File: src/rtl/pc_pkg.sv
// pc_pkg: shared command encoding and priority decode for the program counter.
package pc_pkg;
  localparam int ADDR_W_DEF = 13;
  typedef enum logic [2:0] {CMD_NONE, CMD_INC, CMD_LOAD, CMD_CALL, CMD_RET} cmd_e;
  function automatic cmd_e decode_cmd(input logic stall, input logic ret, input logic call,
                                      input logic load, input logic inc);
    return stall ? CMD_NONE : ret ? CMD_RET : call ? CMD_CALL : load ? CMD_LOAD :
           inc ? CMD_INC : CMD_NONE;
  endfunction
endpackage

File: src/rtl/pc_ras.sv
// pc_ras: return-address LIFO; storage is unreset, only the count resets.
module pc_ras #(
  parameter int ADDR_W = 13,
  parameter int STACK_DEPTH = 8,
  localparam int CW = $clog2(STACK_DEPTH + 1),
  localparam int IW = $clog2(STACK_DEPTH)
) (
  input  logic              clk,
  input  logic              rst_n,
  input  logic              push_i,
  input  logic              pop_i,
  input  logic [ADDR_W-1:0] data_i,
  output logic [ADDR_W-1:0] data_o,
  output logic [CW-1:0]     count_o,
  output logic              full_o,
  output logic              empty_o
);
  logic [ADDR_W-1:0] mem_q [STACK_DEPTH];
  logic [CW-1:0] count_q, count_d;
  logic [IW-1:0] top_idx, wr_idx;
  assign full_o  = count_q == CW'(STACK_DEPTH);
  assign empty_o = count_q == '0;
  assign count_o = count_q;
  assign wr_idx  = IW'(count_q);
  assign top_idx = IW'(count_q - CW'(1));
  assign data_o  = mem_q[top_idx];
  always_comb count_d = (push_i && !full_o) ? count_q + CW'(1) :
                        (pop_i && !empty_o) ? count_q - CW'(1) : count_q;
  always_ff @(posedge clk)
    if (push_i && !full_o) mem_q[wr_idx] <= data_i;
  always_ff @(posedge clk or negedge rst_n)
    if (!rst_n) count_q <= '0;
    else count_q <= count_d;
endmodule

File: src/rtl/pc_ras_unit.sv
// pc_ras_unit: program counter with call/return stack, stall and sticky stack errors.
module pc_ras_unit
  import pc_pkg::*;
#(
  parameter int ADDR_W = ADDR_W_DEF,
  parameter int STACK_DEPTH = 8,
  parameter logic [ADDR_W-1:0] RESET_VEC = '0
) (
  input  logic                               clk,
  input  logic                               rst_n,
  input  logic                               stall,
  input  logic                               inc,
  input  logic                               load_en,
  input  logic [ADDR_W-1:0]                  load_addr,
  input  logic                               call_en,
  input  logic                               ret_en,
  input  logic                               clear_err,
  output logic [ADDR_W-1:0]                  pc,
  output logic [$clog2(STACK_DEPTH+1)-1:0]   stack_count,
  output logic                               stack_full,
  output logic                               stack_empty,
  output logic                               overflow_err,
  output logic                               underflow_err
);
  cmd_e cmd;
  logic [ADDR_W-1:0] pc_q, pc_d, pc_inc, top;
  logic ovf_q, ovf_d, udf_q, udf_d, push, pop, clr;
  assign cmd    = decode_cmd(stall, ret_en, call_en, load_en, inc);
  assign pc_inc = pc_q + ADDR_W'(1);
  assign push   = cmd == CMD_CALL && !stack_full;
  assign pop    = cmd == CMD_RET && !stack_empty;
  assign clr    = clear_err && !stall;
  pc_ras #(.ADDR_W(ADDR_W), .STACK_DEPTH(STACK_DEPTH)) u_ras (
    .clk(clk), .rst_n(rst_n), .push_i(push), .pop_i(pop), .data_i(pc_inc),
    .data_o(top), .count_o(stack_count), .full_o(stack_full), .empty_o(stack_empty)
  );
  // A blocked call/ret leaves pc alone; the error set outranks a same-cycle clear.
  always_comb begin
    pc_d  = pop ? top : push ? load_addr : cmd == CMD_LOAD ? load_addr :
            cmd == CMD_INC ? pc_inc : pc_q;
    ovf_d = (cmd == CMD_CALL && stack_full) || (ovf_q && !clr);
    udf_d = (cmd == CMD_RET && stack_empty) || (udf_q && !clr);
  end
  always_ff @(posedge clk or negedge rst_n)
    if (!rst_n) begin
      pc_q  <= RESET_VEC;
      ovf_q <= 1'b0;
      udf_q <= 1'b0;
    end else begin
      pc_q  <= pc_d;
      ovf_q <= ovf_d;
      udf_q <= udf_d;
    end
  assign pc            = pc_q;
  assign overflow_err  = ovf_q;
  assign underflow_err = udf_q;
endmodule

File: config.mk
export PLATFORM = sky130hd
export DESIGN_NAME = pc_ras_unit
export DESIGN_NICKNAME = d
export VERILOG_FILES = /design/src/rtl/pc_pkg.sv /design/src/rtl/pc_ras.sv /design/src/rtl/pc_ras_unit.sv
export SDC_FILE = /design/constraint.sdc
export NUM_CORES = 1
export LEC_CHECK = 0
export CORE_AREA = 4 4 154 82
export DETAILED_ROUTE_END_ITERATION = 10
export DIE_AREA = 0 0 158 86
export PLACE_DENSITY = 0.76
export SYNTH_ARGS = -nofsm -noshare
export SYNTH_HDL_FRONTEND = slang
export SYNTH_HIERARCHICAL = 1
export SYNTH_SLANG_ARGS = --single-unit
File: constraint.sdc
create_clock -name clk -period 9.3 [get_ports clk]
set_clock_uncertainty 0.2 [all_clocks]
set_input_delay 2.79 -clock clk [delete_from_list [all_inputs] [get_ports clk]]
set_output_delay 2.79 -clock clk [all_outputs]
set_load 0.02 [all_outputs]
* Word level (Yosys, flattened, before mapping)
Memory sizes are Yosys's and may differ from the RTL's. Index checks and enable logic that the tools add are counted.
Word-level totals: memories 1, bits in registers 19, logic and storage cells 44, RAM bits 104
Memory list:
- u_ras.mem_q | depth 8, bits a word 13, read ports 1, clocked after Yosys merged registers in 0, write ports 1, line pc_ras.sv:18 | logic [ADDR_W-1:0] mem_q [STACK_DEPTH];
Operators by class: reduce and logical (&&, ||, !) cells 18, equality and inequality tests 5, $add $sub $neg 3, muxes and demuxes 13
Operators by type and width (number):
- $mux W13 | 4
- $add A13 B1 Y13 const B | 1
- $logic_and A1 B1 Y1 | 9
- $mux W4 | 2
- $eq A3 B2 Y1 const B | 2
- $mux W3 | 2
- $add A4 B1 Y4 const B | 1
- $eq A4 B4 Y1 const B | 1
- $logic_not A1 Y1 | 4
- $logic_not A4 Y1 | 1
- $mux W2 | 2
- $reduce_bool A4 Y1 | 1
- $sub A4 B1 Y4 const B | 1
- $eq A3 B1 Y1 const B | 1
- $eq A3 B3 Y1 const B | 1
- $mux W1 | 3
- $logic_or A1 B1 Y1 | 2
- $reduce_bool A2 Y1 | 1

* Depth between registers and ports, before layout
depth in word-level cells 10, depth in mapped cells 14, mapped depth without buffers 10

* By module
The synthesis kept the hierarchy.
By module, submodules not included:
- pc_ras | times used 1, area an instance 4410.5 um2, cells an instance 208
- pc_ras_unit | times used 1, area an instance 1101.1 um2, cells an instance 134

* Worst setup path after synthesis
Ideal clock, no wire load.
path kind input port to flip-flop, from input port stall, to memory u_ras.mem_q[1][0] (enable), data arrival time 4587 ps, setup time 400 ps, slack 4114 ps, data required time 8700 ps, stages 4, cells stage by stage nor4b_1 -> buf_2 -> nand2_1 -> nor3_1
Between the ends: longest elaborated chain between the ends 6
Ends and longest elaborated chain:
- from (decl) | line pc_ras_unit.sv:11 | input logic stall,
- $mux W3 | line pc_pkg.sv:7 | return stall ? CMD_NONE : ret ? CMD_RET : call ? CMD_CALL : load ? CMD_LOAD :
- $eq A3 B2 Y1 | line pc_ras_unit.sv:30 | assign push = cmd == CMD_CALL && !stack_full;
- $logic_and A1 B1 Y1 | line pc_ras_unit.sv:30
- $logic_and A1 B1 Y1 | line pc_ras.sv:30 | if (push_i && !full_o) mem_q[wr_idx] <= data_i;
- $mux W1 | line pc_ras.sv:30
- $mux W1 (not written as such) | line pc_ras.sv:30
- to (decl) | line pc_ras.sv:18
Every way passes these cells.

* Worst setup path after layout
from input port call_en, to memory u_ras.mem_q[4][5] (enable)
Between the ends: longest elaborated chain between the ends 8
Ends and longest elaborated chain:
- from (decl) | line pc_ras_unit.sv:15 | input logic call_en,
- $mux W2 | line pc_pkg.sv:7
- $mux W3 (2 in series) | line pc_pkg.sv:7
- $eq A3 B2 Y1 | line pc_ras_unit.sv:30
- $logic_and A1 B1 Y1 | line pc_ras_unit.sv:30
- net push | line pc_ras_unit.sv:27 | logic ovf_q, ovf_d, udf_q, udf_d, push, pop, clr;
- $logic_and A1 B1 Y1 | line pc_ras.sv:30
- $mux W1 | line pc_ras.sv:30
- $mux W1 (not written as such) | line pc_ras.sv:30
The timed path passes the listed nets, and every way through them passes these cells.

==> impl_results.md <==
* Reg2Reg Depth at 7
* Hold Crit Class: reg -> reg
* GRT Total Usage at 0.204
* Initial antenna violation count at 0
* Hold_buf cts at 0
* Num rows at 28
* Status: finished clean
* Area of the mapped netlist at 5510 sq um
* Nets@finish at 411
* Leakage power at 0.00229 uW
* Syn Nets at 366
* Endpoints failing hold at 0
* Logic gate share of total power at 0.372
* Post-CTS Setup Inserts at 0
* Clk sink count at 123
* Fraction of registers with async set/reset at 0.154
* Detailed-route via count at 3,302
* Critical path type: in -> reg
* Core area at 11,400 sq um
* Yosys reg bits at 123
* Syn avg cell area at 16.1 sq um
* Post-Route WL at 13,100 microns
* Post-Layout Cell Count at 550
* Switching power total at 834 uW
* Share of cells above drive strength 1 at 0.155
* Clock Latency Late Sink at 0.42 ns
* Chip width at 158 microns
* RSZ-0062 raised after global routing: false
* Critical-path maximum fanout at 14
* WL/cell at 23.8 microns
* Final setup viols at 0
* Top FF cell, synth: edfxtp_1
* First-pass GRT wire length at 19,500 microns
* Layout filler cell count at 851
* Die Span Y at 86 microns
* Setup TNS after final layout at 0 ns
* Worst slew margin at 0.0803
* Clock network fraction of design power at 0.269
* Fmax achieved at 169 MHz
* CTS H-tree depth at 4
* Number of cells on the worst hold path at 1
* Vias in the first global route at 3,196
* First-pass DRT Iterations at 5
* Worst-Margin Slew at 1.37 ns
* Die area at 13,600 sq um
* Min Tclk post-route at 5.90 ns
* Area growth, synth to finish at 19.7%
* RD Place Congestion at 0.824
* Starting Density at 0.484
* Cts bufs inserted at 17
* Pint at 1490 uW
* Number of remaining DRC errors at 0
* Pin count of the biggest net entering global routing at 33
* Final Max Slew Viols at 0
* Register area share after synthesis at 0.653
* Fraction of the cycle the final worst path needs at 0.635
* Flop pwr share at 0.359
* # diodes at 0
* Switching portion of total power at 0.358
* DP Cell Count at 518
* Crit path launch type: primary input
* ANT nets after route at 0
* CP arrival at 5.72 ns
* Cell Pwr Density at 353 nW/um^2
* Worst-case clock buffer depth at 2
* Clk pin slew, worst setup/hold paths at 0.05 ns
* Post-Syn Instances at 342
* Peak VDD IR at 0.166 mV
* Post-cts gate resize count at 0
* Max Cap Violations at 0
* Post-synth EDFFs at 104
* Distinct cell type count after synthesis at 47
* Root Driver: clkbuf_16
* CTS tree: built
* CP Data Required Time at 9.12 ns
* CP endpoint kind: register
* Iter 0 DRT Violations at 554
* Synth warnings at 6
* HPWL after DPL at 8910 microns
* Num ports at 42
* Via-to-Cell Ratio at 6.00
* Total grt overflow at 0
* PortBufs at 41
## routing by layer
metal,up-vias,part of all wire,wire length [microns],GRT usage
met5,-,0,0,0
met4,0,0.0098,128,0.0573
met3,13,0.079,1040,0.0655
met2,141,0.42,5460,0.264
met1,1679,0.49,6480,0.326
li1,1469,-,-,-
## sequential cells by signal (all words and copies together), names as in the netlist
register and count:
overflow_err 1, pc 13, u_ras/count_o 4, u_ras/mem_q 104
underflow_err 1
## cell families (layout without fill, tap and decap cells)
logic type	Yosys count	count (layout)	synth area share
muxes	44	44	0.159
buffers and inverters	29	87	0.0302
DFF	123	123	0.653
AOI/OAI and AO/OA	52	52	0.0645
xor gates and xnor gates	10	10	0.0159
and+or+nand+nor	81	81	0.0708
adders and majority gates	3	3	0.00681
## worst paths after layout
check | startpoint | end | slack, ns
max | call_en | u_ras/mem_q[4][5] | 3.40
min | underflow_err | underflow_err | 0.32
max reg2reg | u_ras/count_o[1] | u_ras/mem_q[4][5] | 4.84
min reg2reg | underflow_err | underflow_err | 0.32
max in group asynchronous | rst_n | pc[10] | 5.60
min in group asynchronous | rst_n | u_ras/count_o[1] | 2.71
## cells in the final DEF (no fill, tap or decap), types with 4 or more instances in the layout
cell	instances
clkinv_4	6
nor2_1	23
nand3_1	9
edfxtp_1	104
or3_1	6
inv_6	4
a31oi_1	6
nand4_1	4
clkdlybuf4s50_1	41
inv_1	10
xnor2_1	7
nand2_1	23
clkbuf_16	17
buf_4	4
mux4_1	23
mux2_2	15
dfrtp_1	19
o22ai_1	5
o211ai_1	4
a21oi_1	6
o21ai_0	11
## cells in the mapped netlist (2+ instances only)
library cell	instances	area, sq um
nand2b_1	2	12.5
mux2_2	15	169
a21oi_1	6	30.0
nand2_1	23	86.3
dfrtp_1	19	475
o31ai_1	2	15.0
buf_6	5	56.3
clkbuf_1	8	30.0
buf_2	4	20.0
xor2_1	3	26.3
nand3_1	9	45.0
a21o_1	2	15.0
xnor2_1	7	61.3
a221o_1	3	30.0
o21ai_0	11	55.1
inv_1	10	37.5
mux4_1	23	604
a31oi_1	6	37.5
a32o_1	2	20.0
edfxtp_1	104	3120
o21a_1	3	22.5
nand4_1	4	25.0
nand3b_1	2	15.0
or3_1	6	37.5
a22oi_1	2	15.0
mux2i_1	2	20.0
o22ai_1	5	31.3
o211ai_1	4	30.0
nor3_1	5	25.0
mux4_2	3	67.6
nor2_1	23	86.3
ha_1	3	37.5
and4_1	2	17.5
## stage by stage
| step | hold WS, ns | cell area (sq um) | worst slack, ns | utilization | power (uW) |
|---|---|---|---|---|---|
| after global placement | 0.303 | 6030 | 3.23 | 0.529 | 1670 |
| final | 0.322 | 6600 | 3.40 | 0.579 | 2330 |
| after CTS | 0.319 | 6600 | 3.46 | 0.579 | 2330 |
| after floorplan | 0.408 | 5510 | 4.11 | - | 1380 |
| after global routing | 0.340 | 6600 | 3.18 | 0.579 | 2430 |
| after detailed placement | 0.300 | 6030 | 3.04 | 0.529 | 1690 |
## critical path, cell delays in order
cell and delay, ns:
clkdlybuf4s50_1 0.55, nor4b_2 0.93, nand2_1 0.32, nor2_1 1.11
## power by group through the flow
stage / Clock, uW / Combinational, uW / Sequential, uW
after floorplan: 0 / 524 / 855
after global placement: 0 / 828 / 841
after detailed placement: 0 / 852 / 842
after CTS: 636 / 860 / 833
after global routing: 667 / 923 / 844
final: 625 / 865 / 836
## cell type report
cell class                 count  area [sq um]  share of cell area
timing repair buffer          45           440              0.0668
sequential                   123          3600               0.546
inverter                      10          37.5             0.00569
clock inverter                14           140              0.0212
tap                          150           188              0.0285
multi-input combinational    190          1760               0.267
clock buffer                  18           429              0.0651
Note: power is estimated with default switching activity, not from simulation.
==> patch, RTL diff (same settings) <==
Make the reset (`rst_n`) synchronous in 2 clocked blocks.
--- a/src/rtl/pc_ras.sv
+++ b/src/rtl/pc_ras.sv
@@ -29,5 +29,5 @@
   always_ff @(posedge clk)
     if (push_i && !full_o) mem_q[wr_idx] <= data_i;
-  always_ff @(posedge clk or negedge rst_n)
+  always_ff @(posedge clk)
     if (!rst_n) count_q <= '0;
     else count_q <= count_d;
--- a/src/rtl/pc_ras_unit.sv
+++ b/src/rtl/pc_ras_unit.sv
@@ -42,5 +42,5 @@
     udf_d = (cmd == CMD_RET && stack_empty) || (udf_q && !clr);
   end
-  always_ff @(posedge clk or negedge rst_n)
+  always_ff @(posedge clk)
     if (!rst_n) begin
       pc_q  <= RESET_VEC;
Formal check against the unedited RTL: differs if rst_n is asserted again (counterexample within 4 cycles, from zero or initial values and one cycle with rst_n low); with rst_n held inactive, the same outputs for 10 cycles.
==> patch against the unedited design <==
  * Non-clock buffer count rose by 1
  * Maximum frequency is 2.1% higher
  * Synthesized area is 0.23% lower
  * Count of clock-buffer cells in the layout increased by 8
  * Cell area is 0.40% lower
  * First-iteration DRC count down 27%
  * Hold slack improved by 0.019 ns
  * Worst setup slack improved by 0.12 ns
  * Sequential cell count is the same
  * Routed wire length shrank 4.2%
Power is not compared: it rests on default switching activity, and its combinational part moved more than twofold at a synthesized area within 25%.
==> patch: results (changes against the unedited design) <==
{| class="wikitable"
! Metric !! Value
|-
| Detailed-routing iteration count for the pre-antenna-repair pass || 6 (was 5)
|-
| HPWL reported at the end of detailed placement || 8048 um (was 8912 um)
|-
| Outcome || complete, no violations (unchanged)
|-
| Per-cell routed wire length || 22.65 um (was 23.83 um)
|-
| Slowest Stage Delay on Critical Path || 0.70 ns (was 1.11 ns)
|-
| Total track usage || 19.22% (was 20.41%)
|-
| Share of cells above drive strength 1 || 15.59% (was 15.50%)
|-
| Hold Path Origin || underflow_err (unchanged)
|-
| Post-DR vias/cell || 6.040 (was 6.004)
|-
| Synth Area in Compound Gates || 7.691% (was 6.447%)
|-
| Worst slew margin || 7.875% (was 8.028%)
|-
| Crit-path slowest cell || sky130_fd_sc_hd__clkdlybuf4s50_1 (was sky130_fd_sc_hd__nor2_1)
|-
| Arrival time reported for the critical path endpoint || 2.79 ns (was 5.72 ns)
|-
| Synthesized Nets || 371 (was 366)
|-
| Sequential cell area fraction in the yosys report || 63.71% (was 65.29%)
|-
| Mux cell area share after synthesis || 16.20% (was 15.89%)
|-
| Number of cells after detailed placement || 523 (was 518)
|-
| Xor and xnor fraction of the mapped netlist area || 2.071% (was 1.589%)
|-
| Ranking of synthesized cells by area || sky130_fd_sc_hd__edfxtp_1, sky130_fd_sc_hd__mux4_1, sky130_fd_sc_hd__dfxtp_1 (was sky130_fd_sc_hd__edfxtp_1, sky130_fd_sc_hd__mux4_1, sky130_fd_sc_hd__dfrtp_1)
|-
| RD Place Congestion || 0.7879 (was 0.8235)
|-
| Number of fill cells || 855 (was 851)
|-
| Number of stages on the worst hold path || 2 (was 1)
|-
| Maximum number of pins on one net before global-route repair || 37 (was 33)
|-
| Hold Crit Endpoint || underflow_err (unchanged)
|-
| Detailed Route Iter0 Violations || 406 (was 554)
|-
| Vias in the first global route || 3,271 (was 3,196)
|-
| Highest net fanout along the worst path || 36 (was 14)
|}
## patch: area by class of cell
type / count / area share, %
timing repair buffer: 46 / 6.875
inverter: 13 / 0.7427
clock inverter: 4 / 0.7237
sequential: 123 / 53.34
tap: 150 / 2.857
multi-input combinational: 192 / 28.17
clock buffer: 26 / 7.294
## patch: worst max-delay path, delay by kind of cell, from the launching register on
| kind | cells | cell delay (ns) |
|---|---|---|
| adder cells (fa/ha/maj) | 1 | 0.30 |
| buffers and inverters | 3 | 1.14 |
| AND/OR/NAND/NOR | 2 | 0.65 |
| flip-flops | 1 | 0.30 |
## patch: how the worst max path moves through the flow
stage                         to             start  slack [ns]  cells past startpoint
5_1_grt              stack_empty  u_ras/count_o[0]        3.43                      6
6_report             stack_empty  u_ras/count_o[0]        3.52                      6
2_1_floorplan  u_ras/mem_q[0][0]             stall        3.87                      4
4_1_cts              stack_empty  u_ras/count_o[0]        3.59                      6
3_5_place_dp   u_ras/mem_q[6][8]            ret_en        3.54                      5
3_3_place_gp   u_ras/mem_q[2][7]            ret_en        3.67                      5
## patch: layer usage
metal	up-vias	global-route usage, %	part of all wire, %
met2	135	28.64	46
met1	1721	27.96	46
met4	0	5.805	1.0
met3	11	5.091	7.3
li1	1479	-	-
met5	-	0	0
## patch: report_power, final
part | leakage [nW] | switching [mW] | internal (mW) | total, mW
Clock | 0.254 | 0.215 | 0.377 | 0.592
Sequential | 1.10 | 0.0103 | 0.613 | 0.623
Combinational | 0.857 | 0.0533 | 0.0401 | 0.0934
## patch: through the flow
step                      util, %  hold WS (ns)  setup WS [ns]  area (um^2)
after detailed placement    52.88        0.3257          3.542         6021
after global routing        57.70        0.3679          3.429         6570
after CTS                   57.51        0.3385          3.594         6548
after global placement      52.88        0.3183          3.666         6021
after floorplan                 -        0.4098          3.866         5499
final                       57.70        0.3407          3.518         6570
## patch: logic make-up after synthesis
family | after synthesis
adder cells (fa/ha/maj) | 3
AND/OR/NAND/NOR | 69
AO/OA/AOI/OAI | 62
flip-flops | 123
XOR/XNOR | 13
buffers and inverters | 32
multiplexers | 45
